## src/rtl/uop_stream_ctrl_if.sv

```systemverilog
// uop_stream_ctrl_if: operand-in and result-out ready/valid streams of uop_stream_ctrl.
// master = producer/consumer side, slave = the controller.
interface uop_stream_ctrl_if #(
  parameter int unsigned W = 32
) ();
  localparam int unsigned SW = $clog2(W);

  logic          in_valid;
  logic          in_ready;
  logic [W-1:0]  in_src;
  logic [SW-1:0] in_shamt;
  logic          out_valid;
  logic          out_ready;
  logic [W-1:0]  out_data;

  modport master (
    output in_valid, in_src, in_shamt, out_ready,
    input  in_ready, out_valid, out_data
  );

  modport slave (
    input  in_valid, in_src, in_shamt, out_ready,
    output in_ready, out_valid, out_data
  );
endinterface

```

## src/rtl/uop_stream_ctrl.sv

```systemverilog
// uop_stream_ctrl: credit-based ready/valid shell around a fixed-latency uop_block.
// Define UOP_STREAM_STATS_EN to add the stat_issued / stat_stall counters.
module uop_stream_ctrl #(
  parameter int unsigned W       = 32,
  parameter int unsigned LATENCY = 1,
  parameter int unsigned DEPTH   = 4
) (
  input  logic                       clk,
  input  logic                       rst,
  uop_stream_ctrl_if.slave           s,
  output logic [W-1:0]               blk_src,
  output logic [$clog2(W)-1:0]       blk_shamt,
  input  logic [W-1:0]               blk_dst,
  output logic [$clog2(DEPTH+1)-1:0] occupancy
`ifdef UOP_STREAM_STATS_EN
  ,
  output logic [31:0]                stat_issued,
  output logic [31:0]                stat_stall
`endif
);
  localparam int unsigned OW = $clog2(DEPTH+1);
  localparam int unsigned PW = (DEPTH > 1) ? $clog2(DEPTH) : 1;
  localparam logic [OW-1:0] DEPTH_O = OW'(DEPTH);
  localparam logic [PW-1:0] LAST_P  = PW'(DEPTH-1);

  logic          fire_in;
  logic          fire_out;
  logic          push;
  logic          empty;
  logic          full;
  logic [W-1:0]  mem [DEPTH];
  logic [PW-1:0] rd_ptr;
  logic [PW-1:0] wr_ptr;
  logic [OW-1:0] count;

  assign blk_src   = s.in_src;
  assign blk_shamt = s.in_shamt;

  // Credits come from registered occupancy only: no out_ready -> in_ready path.
  assign s.in_ready = !rst && (occupancy < DEPTH_O);
  assign fire_in    = s.in_valid & s.in_ready;

  assign empty      = (count == '0);
  assign full       = (count == DEPTH_O);
  assign s.out_valid = !empty;
  assign s.out_data  = mem[rd_ptr];
  assign fire_out    = s.out_valid & s.out_ready;

  generate
    if (LATENCY == 0) begin : g_nopipe
      assign push = fire_in;
    end else begin : g_pipe
      logic [LATENCY-1:0] vpipe;

      always_ff @(posedge clk) begin
        if (rst) begin
          vpipe <= '0;
        end else begin
          vpipe[0] <= fire_in;
          for (int unsigned k = 1; k < LATENCY; k++) begin
            vpipe[k] <= vpipe[k-1];
          end
        end
      end

      assign push = vpipe[LATENCY-1];
    end
  endgenerate

  always_ff @(posedge clk) begin
    if (rst) begin
      rd_ptr    <= '0;
      wr_ptr    <= '0;
      count     <= '0;
      occupancy <= '0;
    end else begin
      if (push) begin
        wr_ptr <= (wr_ptr == LAST_P) ? '0 : wr_ptr + 1'b1;
      end
      if (fire_out) begin
        rd_ptr <= (rd_ptr == LAST_P) ? '0 : rd_ptr + 1'b1;
      end

      case ({push, fire_out})
        2'b10:   count <= count + 1'b1;
        2'b01:   count <= count - 1'b1;
        default: count <= count;
      endcase

      case ({fire_in, fire_out})
        2'b10:   occupancy <= occupancy + 1'b1;
        2'b01:   occupancy <= occupancy - 1'b1;
        default: occupancy <= occupancy;
      endcase
    end
  end

  always_ff @(posedge clk) begin
    if (push && !rst) begin
      mem[wr_ptr] <= blk_dst;
    end
  end

  a_no_overflow: assert property (@(posedge clk) disable iff (rst) !(push && full && !fire_out));

`ifdef UOP_STREAM_STATS_EN
  always_ff @(posedge clk) begin
    if (rst) begin
      stat_issued <= '0;
      stat_stall  <= '0;
    end else begin
      if (fire_in && (stat_issued != '1)) begin
        stat_issued <= stat_issued + 1'b1;
      end
      if (s.in_valid && !s.in_ready && (stat_stall != '1)) begin
        stat_stall <= stat_stall + 1'b1;
      end
    end
  end
`endif
endmodule

```

## src/flat_wrapper.sv

```systemverilog
// flat-port wrapper written by rule: the top's interface ports become plain ports
module uop_stream_ctrl_flat 
#(
  parameter int unsigned W       = 32,
  parameter int unsigned LATENCY = 1,
  parameter int unsigned DEPTH   = 4
)
  (clk, rst, blk_src, blk_shamt, blk_dst, occupancy, s_in_valid, s_in_src, s_in_shamt, s_out_ready, s_in_ready, s_out_valid, s_out_data);
  uop_stream_ctrl_if #(.W(W)) s_i ();
  input  logic clk;
  input  logic rst;
  output logic [W-1:0] blk_src;
  output logic [$clog2(W)-1:0] blk_shamt;
  input  logic [W-1:0] blk_dst;
  output logic [$clog2(DEPTH+1)-1:0] occupancy;
  input wire logic [$bits(s_i.in_valid)-1:0] s_in_valid;
  input wire logic [$bits(s_i.in_src)-1:0] s_in_src;
  input wire logic [$bits(s_i.in_shamt)-1:0] s_in_shamt;
  input wire logic [$bits(s_i.out_ready)-1:0] s_out_ready;
  output wire logic [$bits(s_i.in_ready)-1:0] s_in_ready;
  output wire logic [$bits(s_i.out_valid)-1:0] s_out_valid;
  output wire logic [$bits(s_i.out_data)-1:0] s_out_data;
  assign s_i.in_valid = s_in_valid;
  assign s_i.in_src = s_in_src;
  assign s_i.in_shamt = s_in_shamt;
  assign s_i.out_ready = s_out_ready;
  assign s_in_ready = s_i.in_ready;
  assign s_out_valid = s_i.out_valid;
  assign s_out_data = s_i.out_data;
  uop_stream_ctrl #(.W(W), .LATENCY(LATENCY), .DEPTH(DEPTH)) u_core (.clk(clk), .rst(rst), .s(s_i), .blk_src(blk_src), .blk_shamt(blk_shamt), .blk_dst(blk_dst), .occupancy(occupancy));
endmodule
```

## config.mk

```make
export PLATFORM = sky130hd
export DESIGN_NAME = uop_stream_ctrl_flat
export DESIGN_NICKNAME = d
export VERILOG_FILES = /design/src/rtl/uop_stream_ctrl_if.sv /design/src/rtl/uop_stream_ctrl.sv /design/src/flat_wrapper.sv
export SDC_FILE = /design/constraint.sdc
export NUM_CORES = 1
export LEC_CHECK = 0
export ABC_CLOCK_PERIOD_IN_PS = 2100
export CORE_UTILIZATION = 48
export DETAILED_ROUTE_END_ITERATION = 8
export PLACE_DENSITY_LB_ADDON = 0.15
export SETUP_SLACK_MARGIN = 0.15
export SYNTH_ARGS = -nofsm -noshare
export SYNTH_HDL_FRONTEND = slang
export SYNTH_SLANG_ARGS = --single-unit
```

## constraint.sdc

```tcl
create_clock -name clk -period 2.1 [get_ports clk]
set_input_delay 0.525 -clock clk [delete_from_list [all_inputs] [get_ports clk]]
set_output_delay 0.525 -clock clk [all_outputs]
set_load 0.01 [all_outputs]
```

* After elaboration in Yosys (flattened, before gate mapping) *
Memory sizes are Yosys's and may differ from the RTL's. A register that Yosys moved wholly into a read port is not among the register bits.
Cells that the tools add are included.

word-level totals
  register bits after elaboration = 11
  latch bits = 0
  RAM bits = 128
  bits in read-only memories = 0
  input port bits = 73
  output and inout port bits = 74
  memories = 1

memories
  name        depth  bits a word  rd ports  clocked after Yosys merged registers in  write ports  line                   source
  u_core.mem  4      32           1         1                                        1            uop_stream_ctrl.sv:31  logic [W-1:0] mem [DEPTH];

cells by class
  $add $sub $neg = 6
  multipliers = 0
  div/mod/pow operators = 0
  magnitude comparators = 1
  equal/unequal tests = 6
  shift operators = 0
  multiplexer cells = 8
  bitwise operators = 2
  reduce and logical (&&, ||, !) cells = 7

operators by type and width
  cell                                                                   number
  3-bit case mux with 2 select lines                                     2
  2-bit equality test, second input constant                             4
  2-bit 2-to-1 mux                                                       4
  3-bit by 1-bit adder with 3-bit output, second input constant          2
  3-bit by 1-bit subtractor with 3-bit output, second input constant     2
  2-bit by 1-bit adder with 2-bit output, second input constant          2
  2-bit by 1-bit equality test with 1-bit output, second input constant  2
  2-bit nonzero test                                                     2
  3-bit logical NOT                                                      1
  3-bit < comparator, second input constant                              1
  1-bit AND                                                              2
  1-bit logical AND                                                      2
  1-bit logical NOT                                                      2
  1-bit 2-to-1 mux                                                       2

* Logic depth before layout (Yosys ltp) *
Gate-level depths: netlist (run 1).

  depth in word-level cells = 5
  gate-level depth with buffers = 9
  mapped depth without buffers = 9

* Least setup slack after synthesis (run 1) *
Ideal clock, no wire load.

  path kind = input to register
  from = input port rst
  to = register u_core.occupancy[2]
  library setup time = 71 ps
  arrival time = 1961 ps
  path slack = 69 ps
  stages = 9
  path through = nor2_1 -> and2_1 -> inv_1 -> ha_1 -> inv_1 -> fa_1 -> xor2_1 -> or3_1 -> a21oi_1

on the way
  cells in the longest elaborated chain, start to end = 5

ends and longest elaborated chain
  item                                                                                   line                   source
  start, declared                                                                        flat_wrapper.sv:11     input logic rst;
  1-bit logical NOT                                                                      uop_stream_ctrl.sv:40  assign s.in_ready = !rst && (occupancy < DEPTH_O);
  1-bit logical AND                                                                      uop_stream_ctrl.sv:40
  1-bit AND                                                                              uop_stream_ctrl.sv:41  assign fire_in = s.in_valid & s.in_ready;
  2-bit by 1-bit equality test with 1-bit output or 2-bit equality test (tied branches)  uop_stream_ctrl.sv:90  case ({fire_in, fire_out})
  3-bit case mux with 2 select lines or 2-bit nonzero test (tied branches)               n/a
  end signal, assigned                                                                   uop_stream_ctrl.sv:91  2'b10: occupancy <= occupancy + 1'b1;
  end signal, assigned                                                                   uop_stream_ctrl.sv:92  2'b01: occupancy <= occupancy - 1'b1;
  end signal, assigned                                                                   uop_stream_ctrl.sv:93  default: occupancy <= occupancy;
  end, declared                                                                          uop_stream_ctrl.sv:14  output logic [$clog2(DEPTH+1)-1:0] occupancy

Parallel ways exist; a longest one is shown, timed or not.
A chain may end at the register's enable or synchronous reset.

==> results.md, run 1 <==
* Clock Root Buffer: clkbuf_16
* Hold depth at 2
* Worst-margin pin slew at 0.231 ns
* Final critical-path setup slack at -0.168 ns
* Power Density at 1160 nW/um^2
* R2R cell count at 9
* R2R Setup Slk at 0.23 ns
* DRT iter0 DRCs at 104
* Global-route wire length before repair at 13.9 mm
* Ys Warns at 0
* I/O Buffers at 72
* TritonCTS Buffers at 17
* Most common cell on crit path: buf_12
* Reg area at 4110 sq um
* Critical Path Max Stage Delay at 0.51 ns
* Post-route cell area at 7130 sq um
* Initial antenna violation count at 0
* CP cell instances: buf_12 > buf_12 > mux4_2 > buf_6
* Die width at 110 microns
* Critical Path AT at 1.74 ns
* CTS tree: yes
* Placed Area at 6380 sq um
* Mapped cell area at 5590 sq um
* N_diodes at 0
* Syn Nets at 357
* Slowest-stage cell, CP: mux4_2
* Area grow syn2layout at 27.6%
* Worst min-delay path class: input port to register
* Final nets at 433
* Routed WL per cell at 18.5 microns
* Max-slew violations at 0
* Fin cells at 507
* Final Routed Wirelength at 9.38 mm
* Synth Register Bits at 141
* RSZ-0062 raised after global routing: yes
* Worst R2R Start: u_core.occupancy[2]
* Inst Count DP at 465
* Pleak at 2.44 nW
* Worst slew margin at 0.845
* Hold-fix buffers, CTS at 0
* Pre-CTS setup slack at -0.389 ns
* Worst-skew pair later-pin latency at 0.42 ns
* Crit path launch type: register
* Via count at 2629
* Worst Hold Path EP: u_core.g_pipe.vpipe
* Reg2reg end: u_core.occupancy[2]
* DIE HEIGHT at 110 microns
* Period utilization at 1.08
* Min Tclk post-route at 2.27 ns
* Crit end category: primary output
* Cells after synthesis at 275
* GR Overflow Total at 0
* Cell row count at 39
* Initial core utilization at 0.491
* GP Congestion at 0.697
* Clock tree buffer depth at 2
* DRC errors left at 0
* Final setup violation count at 32
* Status: complete, but fails checks
* Final hold vios at 0
* Crit path max fanout at 6
* Netlist cell types at 22
* Clock skew at 0.00501 ns
* Htree depth at 4
* Violated checks: negative setup slack
* Util after Layout at 0.627
* Worst EP required at 1.57 ns
* Num ports at 147
* Area of the multi-input gates at 1100 sq um
* Syn Area/Cell at 20.3 sq um
* Gr usage total at 0.168
* Via density per instance at 5.19
* Worst hold start: s_in_valid
* Crit Path Category: register to primary output
* MaxCap Viol Count at 0
* Antenna-violating nets left at 0
* Number of global-route vias before repair at 2675
* Fill cells at 829
* DR pass1 iterations at 4
* Fraction of layout cells with a size suffix above 1 at 0.376
* Largest net degree at the start of global routing at 25
* Sequential fraction of the synthesis area at 0.735
* Clock slew at reported path FFs at 0.05 ns
* Die Area at 12100 sq um
* Final HPWL DP at 5.57 mm
* Pwr Total at 8.29 mW
* Clock sink count at 141
* Core Box Area at 11400 sq um
* Max frequency at 441 MHz
* Peak supply drop at 0.858 mV
where the power goes:
part / switching [mW] / internal (mW)
combinational: 0.735 / 1.13
clock: 1.03 / 2.10
sequential: 0.0961 / 3.19
total: 1.86 / 6.43
through the flow:
step | hold WS (ns) | TNS (ns)
after global placement | 0.494 | -1.21
after floorplan | 0.463 | 0
after global routing | 0.368 | -4.88
after CTS | 0.500 | -4.45
final | 0.362 | -3.27
after detailed placement | 0.489 | -1.57
metal layers:
metal | share of wire | GRT usage
met3 | 0.075 | 0.0605
met5 | 0 | 0
met4 | 0.018 | 0.0790
met2 | 0.48 | 0.263
met1 | 0.43 | 0.207
placed cells by master, fill, tap and decap left out, drive strengths merged:
cell / Yosys / final
buf: 44 / 62
dlygate4sd2: 0 / 3
and2: 5 / 5
clkbuf: 1 / 24
inv: 11 / 11
clkinv: 0 / 3
dlymetal6s2s: 0 / 1
o21ai: 2 / 2
o31ai: 1 / 1
nor3b: 1 / 1
ha: 7 / 7
mux2i: 2 / 2
nor2: 11 / 11
dfxtp: 13 / 13
edfxtp: 128 / 128
bufinv: 0 / 5
xor2: 4 / 4
fa: 2 / 2
clkdlybuf4s15: 0 / 1
or3: 4 / 4
clkdlybuf4s50: 0 / 35
mux4: 32 / 32
nand2: 1 / 1
a21oi: 6 / 6
how the worst max path moves through the flow:
stage | startpoint | to
floorplan | rst | u_core.occupancy[2]
global placement | rst | u_core.occupancy[2]
detailed placement | rst | u_core.occupancy[2]
CTS | register | s_out_data[5]
global route | register | s_out_data[5]
finish | register | s_out_data[5]
cells in the mapped netlist:
library cell | count | area [sq um]
xor2_1 | 4 | 35.0
clkbuf_1 | 1 | 3.75
inv_1 | 11 | 41.3
or3_1 | 4 | 25.0
nand2_1 | 1 | 3.75
a21oi_1 | 6 | 30.0
o21ai_0 | 2 | 10.0
ha_1 | 7 | 87.6
buf_2 | 3 | 15.0
edfxtp_1 | 128 | 3840
buf_6 | 1 | 11.3
buf_12 | 3 | 60.1
o31ai_2 | 1 | 12.5
mux4_2 | 30 | 676
nor3b_1 | 1 | 7.51
nor2_1 | 11 | 41.3
and2_1 | 5 | 31.3
fa_1 | 2 | 40.0
mux4_1 | 2 | 52.6
dfxtp_1 | 13 | 260
mux2i_1 | 2 | 20.0
buf_4 | 37 | 278
sequential cells by signal, indices dropped and copies added, names as in the netlist, named ones only:
signal,count
u_core.count,3
u_core.mem,128
u_core.occupancy,3
u_core.g_pipe.vpipe,1
u_core.wr_ptr,2
u_core.rd_ptr,2
kinds of logic (layout without fill, tap and decap cells):
logic type,after synthesis,in the layout,synth area share
buffers and inverters,56,145,0.0733
adders and majority gates,9,9,0.0228
and+or+nand+nor,22,22,0.0195
AOI/OAI and AO/OA,9,9,0.00941
DFF,141,141,0.735
xor gates and xnor gates,4,4,0.00627
muxes,34,34,0.134
cell type report:
class | instances | area share
Clock buffer | 24 | 0.0634
Sequential cell | 141 | 0.577
Multi-Input combinational cell | 78 | 0.155
Tap cell | 143 | 0.0251
Inverter | 11 | 0.00579
Timing Repair Buffer | 102 | 0.151
Clock inverter | 8 | 0.0230
worst max-delay path: cells and delay by family, from the launching register on:
kind / cells / cell delay, ns
muxes: 1 / 0.51
buffers and inverters: 3 / 0.40
DFF: 1 / 0.42
what timing repair did:
action | in CTS | in global routing
cloned | 1 | 0
gates resized for setup | 154 | 20
hold endpoints to repair | 0 | 0
setup endpoints to repair | 36 | 34
pin swaps | 2 | 5
buffers inserted | 9 | 0
Power figures use the tool's default switching activity.
==> inputs of run 2 (changes only) <==
--- a/config.mk
+++ b/config.mk
@@ -8,7 +8,7 @@
 export ABC_CLOCK_PERIOD_IN_PS = 2100
 export CORE_UTILIZATION = 48
 export DETAILED_ROUTE_END_ITERATION = 8
-export PLACE_DENSITY_LB_ADDON = 0.15
+export PLACE_DENSITY = 0.79
 export SETUP_SLACK_MARGIN = 0.15
 export SYNTH_ARGS = -nofsm -noshare
 export SYNTH_HDL_FRONTEND = slang
==> run 2 against run 1 <==
Against the previous run: the flow still finishes with violations (negative setup slack); first-iteration DRC count is 67% higher; clock skew increased by 0.0018 ns; clock power is 7.0% lower; critical path depth unchanged; fmax shrank 0.71%; register-to-register slack lost 0.02 ns; total power shrank 0.11%; critical path type unchanged; sequential power about the same; utilization is 1.2 points higher; wire length rose by 9.2%.
==> results.md, run 2 (synthesis gave the netlist of run 1 again) <==
* Status: complete, but fails checks
* Violated checks: negative setup slack
* N_diodes at 0
* Die width at 110 microns
* Worst min-delay path class: input port to register
* GR Overflow Total at 0
* Hold-fix buffers, CTS at 0
* Die Area at 12100 sq um
* DIE HEIGHT at 110 microns
* Final HPWL DP at 5.90 mm
* Reg area at 4120 sq um
* Worst-skew pair later-pin latency at 0.40 ns
* Critical Path AT at 1.76 ns
* Global-route wire length before repair at 15.3 mm
* Area grow syn2layout at 30.0%
* Most common cell after layout, fill and taps aside: edfxtp_1
* Worst-margin pin slew at 0.290 ns
* Crit path launch type: register
* DRC errors left at 0
* Final hold vios at 0
* Final critical-path setup slack at -0.184 ns
* Worst slew margin at 0.804
* Number of global-route vias before repair at 2845
* Final setup violation count at 32
* TritonCTS Buffers at 17
* Most frequent cells in the layout: edfxtp_1 (128), clkdlybuf4s50_1 (34), buf_6 (33)
* Clock slew at reported path FFs at 0.05 ns
* Largest Register: u_core.mem
* Max-slew violations at 0
* DR pass1 iterations at 4
* Clock sink count at 141
* Clock Root Buffer: clkbuf_16
* DRT iter0 DRCs at 174
* Initial core utilization at 0.491
* Critical Path Max Stage Delay at 0.54 ns
* Inst Count DP at 463
* Final Routed Wirelength at 10.2 mm
* Largest registers: u_core.mem: 128 flops, u_core.count: 3 flops, u_core.occupancy: 3 flops
* Clock skew at 0.00683 ns
* Htree depth at 4
* Via count at 2674
* Antenna-violating nets left at 0
* Initial antenna violation count at 0
* GP Congestion at 0.665
* MaxCap Viol Count at 0
* Slowest-stage cell, CP: mux4_2
* Fin cells at 513
* Crit path max fanout at 7
* Family with the most delay on the worst path: multiplexers
* R2R Setup Slk at 0.21 ns
* RSZ-0062 raised after global routing: yes
* Pleak at 2.49 nW
* Crit end category: primary output
* Min Tclk post-route at 2.28 ns
* Fill cells at 759
* Largest net degree at the start of global routing at 33
* Via density per instance at 5.21
* Pwr Total at 8.28 mW
* Period utilization at 1.09
* Final nets at 439
* Most common cell on crit path: buf_6
* Fraction of layout cells with a size suffix above 1 at 0.403
* CP bufs+invs at 3
* Crit Path Category: register to primary output
* CP cell instances: buf_12 > buf_6 > mux4_2 > buf_6
* Worst EP required at 1.57 ns
* Routed WL per cell at 20.0 microns
* Core Box Area at 11400 sq um
* Area of the multi-input gates at 1120 sq um
* Cell row count at 39
* CTS tree: yes
* Max frequency at 438 MHz
* I/O Buffers at 72
* Clock tree buffer depth at 2
* Power Density at 1140 nW/um^2
* Gr usage total at 0.181
* Num ports at 147
* Peak supply drop at 0.811 mV
* Max FFs per register at 128
[run 2: changes by cell type in the layout (fill, tap and decap cells not counted), sizes merged, moves of 2 or more]
cell	change
bufinv	-2
clkinvlp	+3
clkbuf	-3
buf	+6
[run 2: path summary, 6_finish.rpt]
check / from / end / depth (start not counted)
worst max-delay path: register / s_out_data[23] / 4
worst min-delay path: s_in_valid / u_core.g_pipe.vpipe / 2
worst max register to register: u_core.occupancy[2] / u_core.occupancy[2] / 9
worst min register to register: u_core.rd_ptr[0] / register / 2
[run 2: per-stage QoR]
stage | setup TNS [ns] | setup slack, ns | hold WS (ns) | cell area [sq um] | utilization
after floorplan | 0 | 0.174 | 0.463 | 5590 | -
after global placement | -2.56 | -0.337 | 0.476 | 6420 | 0.564
after detailed placement | -2.97 | -0.444 | 0.490 | 6420 | 0.564
after CTS | -4.46 | -0.211 | 0.498 | 7090 | 0.624
after global routing | -5.57 | -0.236 | 0.373 | 7260 | 0.638
final | -3.78 | -0.184 | 0.389 | 7260 | 0.638
[run 2: final cells by class]
class / count / area share
tap: 143 / 0.0247
inverter: 11 / 0.00569
timing repair buffer: 108 / 0.168
clock buffer: 21 / 0.0607
clock inverter: 11 / 0.0197
sequential: 141 / 0.567
multi-input combinational: 78 / 0.154
[run 2: timing repair]
action	4_1_cts	5_1_grt
gates cloned	1	0
setup endpoints to repair	36	35
pin swaps	6	5
gates resized for setup	154	37
setup buffers	15	2
[run 2: where the power goes]
group / internal [mW] / switching [mW] / total, mW
logic: 1.26 / 0.803 / 2.07
registers: 3.20 / 0.105 / 3.30
clock network: 1.86 / 1.05 / 2.91
total: 6.32 / 1.95 / 8.28
[run 2: worst reg2reg max path, stage by stage (launching register included)]
cell	delay [ns]
dfxtp_2	0.35
nor2_2	0.04
and2_4	0.13
inv_2	0.06
ha_4	0.12
inv_2	0.04
fa_2	0.36
xor2_2	0.19
or3_1	0.41
a21oi_2	0.13
[run 2: routing by layer]
metal	routed length, microns	up-vias	GRT usage
li1	-	1195	-
met1	3960	1363	0.206
met2	5480	103	0.318
met3	637	13	0.0539
met4	155	0	0.0724
met5	0	-	0
==> patch 1, RTL diff (settings of run 1) <==
`LATENCY` is set to 1 in 2 places; all go to 0.
--- a/src/rtl/uop_stream_ctrl.sv
+++ b/src/rtl/uop_stream_ctrl.sv
@@ -2,7 +2,7 @@
 // Define UOP_STREAM_STATS_EN to add the stat_issued / stat_stall counters.
 module uop_stream_ctrl #(
   parameter int unsigned W       = 32,
-  parameter int unsigned LATENCY = 1,
+  parameter int unsigned LATENCY = 0,
   parameter int unsigned DEPTH   = 4
 ) (
   input  logic                       clk,
--- a/src/flat_wrapper.sv
+++ b/src/flat_wrapper.sv
@@ -2,7 +2,7 @@
 module uop_stream_ctrl_flat 
 #(
   parameter int unsigned W       = 32,
-  parameter int unsigned LATENCY = 1,
+  parameter int unsigned LATENCY = 0,
   parameter int unsigned DEPTH   = 4
 )
   (clk, rst, blk_src, blk_shamt, blk_dst, occupancy, s_in_valid, s_in_src, s_in_shamt, s_out_ready, s_in_ready, s_out_valid, s_out_data);
Function: changed (Yosys sat finds a counterexample within 4 cycles, from zero or initial values and one cycle with rst high).
==> patch 1 against run 1 <==
The flow still finishes with violations (negative setup slack); worst setup slack got worse by 0.028 ns; sequential share of layout area decreased by 1.4 points; sequential power grew 3%; highest routed layer unchanged; area after synthesis is essentially flat; final cell count unchanged; count of clock-buffer cells in the layout down 6; register-to-register slack got worse by 0.24 ns; non-clock buffer count rose by 5; clock power is 5% lower; power rose by 4.2%; sequential cell count fell by 1; critical endpoint is now s_out_data[30]; routed wire length is 0.55% lower; cell area grew 2.0%.
==> patch 1: results (changes against run 1) <==
- Fin Hold WS: 0.4953 ns (+0.1334 ns)
- Worst r2r src: u_core.count[2]
- Synthesized Nets: 353 (-1.1%)
- Library cells used by synthesis: 25 (+14%)
- Worst Hold Launch: u_core.rd_ptr[0]
- Worst Reg-to-Reg Cells: 8 (-1)
- Setup Skew: 0.01431 ns (+0.009300 ns)
- Post-synth top cells: edfxtp_1 (128), buf_4 (37), mux4_2 (30)
- Max VDD drop: 669.4 µV (-22%)
- Crit-path max cell delay: 0.55 ns (+0.04 ns)
- Endpoints failing setup: 33 (+3.1%)
- Worst slew pin tran: 0.2088 ns (-0.02263 ns)
- Dpl hpwl: 5717 µm (+2.7%)
- Setup ws final: -0.1955 ns (-0.02782 ns)
- RePlAce Congestion: 0.7319 (+5.0%)
- Routed WL: 9323 µm (-0.55%)
- Post-synthesis sequential area ratio: 73.10% (-0.37 points)
- Outcome: finished with violations
- Top cells by area, synth: edfxtp_1 (69%), mux4_2 (12%), buf_4 (5.0%), dfxtp_1 (4.3%), ha_1 (2.0%)
- Failing checks: negative setup slack
- CP max FO: 8 (+2)
- End of the critical path: s_out_data[30]
- Total GRT Usage: 17.17% (+0.40 points)
- Iteration-0 DRC Markers: 166 (+60%)
- Vias in the first global route: 2709 (+1.3%)
- First-pass GRT wire length: 14390 µm (+3.2%)
- Worst min-delay path class: reg -> reg
- Leak: 0.002532 µW (+3.9%)
patch 1: cell type report:
cell class	instances	area (µm²)	area share, %
timing repair buffer	107	1226	16.86
tap	143	178.9	2.461
clock inverter	14	168.9	2.323
multi-input combinational	81	1159	15.94
inverter	4	15.01	0.2065
clock buffer	18	429.2	5.903
sequential	140	4094	56.31
patch 1: how the worst min path moves through the flow:
stage / to / slack [ns] / depth (start not counted)
finish: flip-flop / 0.50 / 2
floorplan: flip-flop / 0.46 / 2
detailed placement: flip-flop / 0.50 / 2
global placement: flip-flop / 0.48 / 2
global route: flip-flop / 0.51 / 2
CTS: flip-flop / 0.50 / 2
patch 1: per-stage QoR:
stage / instances / util, % / instance area, µm² / worst slack [ns]
after floorplan: 271 / - / 5617 / -0.2015
after global placement: 464 / 56.95 / 6475 / -0.5969
after detailed placement: 464 / 56.95 / 6475 / -0.6559
after CTS: 505 / 63.08 / 7172 / -0.2087
after global routing: 507 / 63.95 / 7271 / -0.2251
final: 507 / 63.95 / 7271 / -0.1955
patch 1: cells by family (layout without fill, tap and decap cells):
group	Yosys count	count (layout)	share of synthesized area, %
AOI/OAI and AO/OA	6	6	0.8286
adders and majority gates	9	9	2.016
muxes	38	38	14.15
and+or+nand+nor	24	24	2.307
xor gates and xnor gates	4	4	0.6270
DFF	140	140	73.10
buffers and inverters	50	143	6.965
patch 1: timing repair:
action                                  in CTS  in global routing
resized for setup                          174                 15
pin swaps                                    5                  5
endpoints found under the setup margin      37                 36
setup buffers                                7                  2
gates cloned                                 2                  0
patch 1: power by group:
group	switching, µW	total (µW)	internal, µW
registers	118	3400	3280
logic	887	2280	1390
clock network	1100	2960	1870
total	2100	8640	6540
patch 1: metal layers:
layer	up-vias	wire, µm	share of wire, %	track usage (%)
li1	1197	-	-	-
met1	1319	4104	44	22.01
met2	78	4726	51	26.96
met3	10	392	4.2	5.216
met4	0	99	1.1	7.810
met5	-	0	0	0
patch 1: critical path, delay by kind of cell, from the launching register on:
family / cells / cell delay [ns]
multiplexers: 1 / 0.55
flip-flops: 1 / 0.42
buffers and inverters: 3 / 0.40
==> patch 2, RTL diff (settings of run 1) <==
Without the edit above. `DEPTH` is set to 4 in 2 places; all go to 2.
--- a/src/rtl/uop_stream_ctrl.sv
+++ b/src/rtl/uop_stream_ctrl.sv
@@ -3,7 +3,7 @@
 module uop_stream_ctrl #(
   parameter int unsigned W       = 32,
   parameter int unsigned LATENCY = 1,
-  parameter int unsigned DEPTH   = 4
+  parameter int unsigned DEPTH   = 2
 ) (
   input  logic                       clk,
   input  logic                       rst,
--- a/src/flat_wrapper.sv
+++ b/src/flat_wrapper.sv
@@ -3,7 +3,7 @@
 #(
   parameter int unsigned W       = 32,
   parameter int unsigned LATENCY = 1,
-  parameter int unsigned DEPTH   = 4
+  parameter int unsigned DEPTH   = 2
 )
   (clk, rst, blk_src, blk_shamt, blk_dst, occupancy, s_in_valid, s_in_src, s_in_shamt, s_out_ready, s_in_ready, s_out_valid, s_out_data);
   uop_stream_ctrl_if #(.W(W)) s_i ();
Interface: changed (resized occupancy); port bits go from 147 to 146. No check against the original RTL was run, so the function may have changed too.
==> patch 2 against run 1 <==
Power shrank 54%; routed wire length shrank 43%; cell area fell by 48%; count of clock-buffer cells in the layout shrank 12; worst setup slack better by 0.31 ns; critical endpoint is now s_out_data[24]; core utilization grew 0.10 points; area after synthesis down 48%; sequential cell count decreased by 69.
==> patch 2: results (changes against run 1) <==
- Outcome: completed
- Fill cells: 447 (-46%)
- Inst Count DP: 286 (-38%)
- Fin Hold WS: 0.5089 ns (+0.1470 ns)
- Largest net degree at the start of global routing: 17 (-32%)
- Avg Cell Area, Syn: 16.90 µm² (-17%)
- Clock network share of area: 5.147% (-3.5 points)
- Int Pwr: 2843 µW (-56%)
- Max VDD drop: 524.2 µV (-39%)
- Clock group: 1030 µW (-67%)
- Total GRT Usage: 16.48% (-0.29 points)
- Routed length on met1: 1872 µm (-53%)
- CTS buffer count: 9 (-8)
- Top cells by area, synth: edfxtp_1 (66%), mux2_2 (12%), buf_4 (10%), dfxtp_1 (5.5%), xnor2_1 (1.2%)
- Clock tree root driver cell: clkbuf_8
- Pre-CTS setup slack: -0.04062 ns (+0.3480 ns)
- Critical-path top delay cell: dfxtp_4
- Reg area: 0.002086 mm² (-49%)
- Clock-pin slew on the worst setup and hold paths: 0.07 ns (+0.02 ns)
- Comb pwr share: 27.1% (+4.5 points)
- Non-clock buffer contribution to total cell area: 20.62% (+5.5 points)
- Clock Latency Late Sink: 0.32 ns (-0.10 ns)
- H-tree depth: 3 (-1)
- Setup Skew: 0.006016 ns (+0.001006 ns)
- Crit path max-delay family: flip-flops
- Max-slew headroom: 82.72% (-1.8 points)
- Routed WL per cell: 17.19 µm (-7.0%)
- Setup ws final: 0.1439 ns (+0.3116 ns)
- Post-synthesis sequential area ratio: 71.20% (-2.3 points)
==> patch 2: changes by cell type in the layout (fill, tap and decap cells not counted), sizes merged, moves of 4 or more <==
cell and change:
edfxtp -64, buf -44, mux2 +32, mux4 -32
clkbuf +18, inv -9, dfxtp -5, ha -5
nor2 -5, a21oi -4, and2 -4, bufinv -4
xnor2 +4
==> patch 2: cell families (layout without fill, tap and decap cells) <==
| group | after synthesis | in the layout | synth area share, % |
|---|---|---|---|
| AO/OA/AOI/OAI | 5 | 5 | 0.9415 |
| AND/OR/NAND/NOR | 12 | 12 | 2.054 |
| XOR/XNOR | 6 | 6 | 1.797 |
| flip-flops | 72 | 72 | 71.20 |
| buffers and inverters | 44 | 105 | 10.83 |
| multiplexers | 32 | 32 | 12.32 |
| adder cells (fa/ha/maj) | 2 | 2 | 0.8557 |
==> patch 2: what timing repair did <==
item,4_1_cts,5_1_grt
hold buffers,0,0
pin swaps,0,0
gates resized for setup,49,66
setup endpoints to repair,34,31
buffers inserted,0,4
gates cloned,1,2
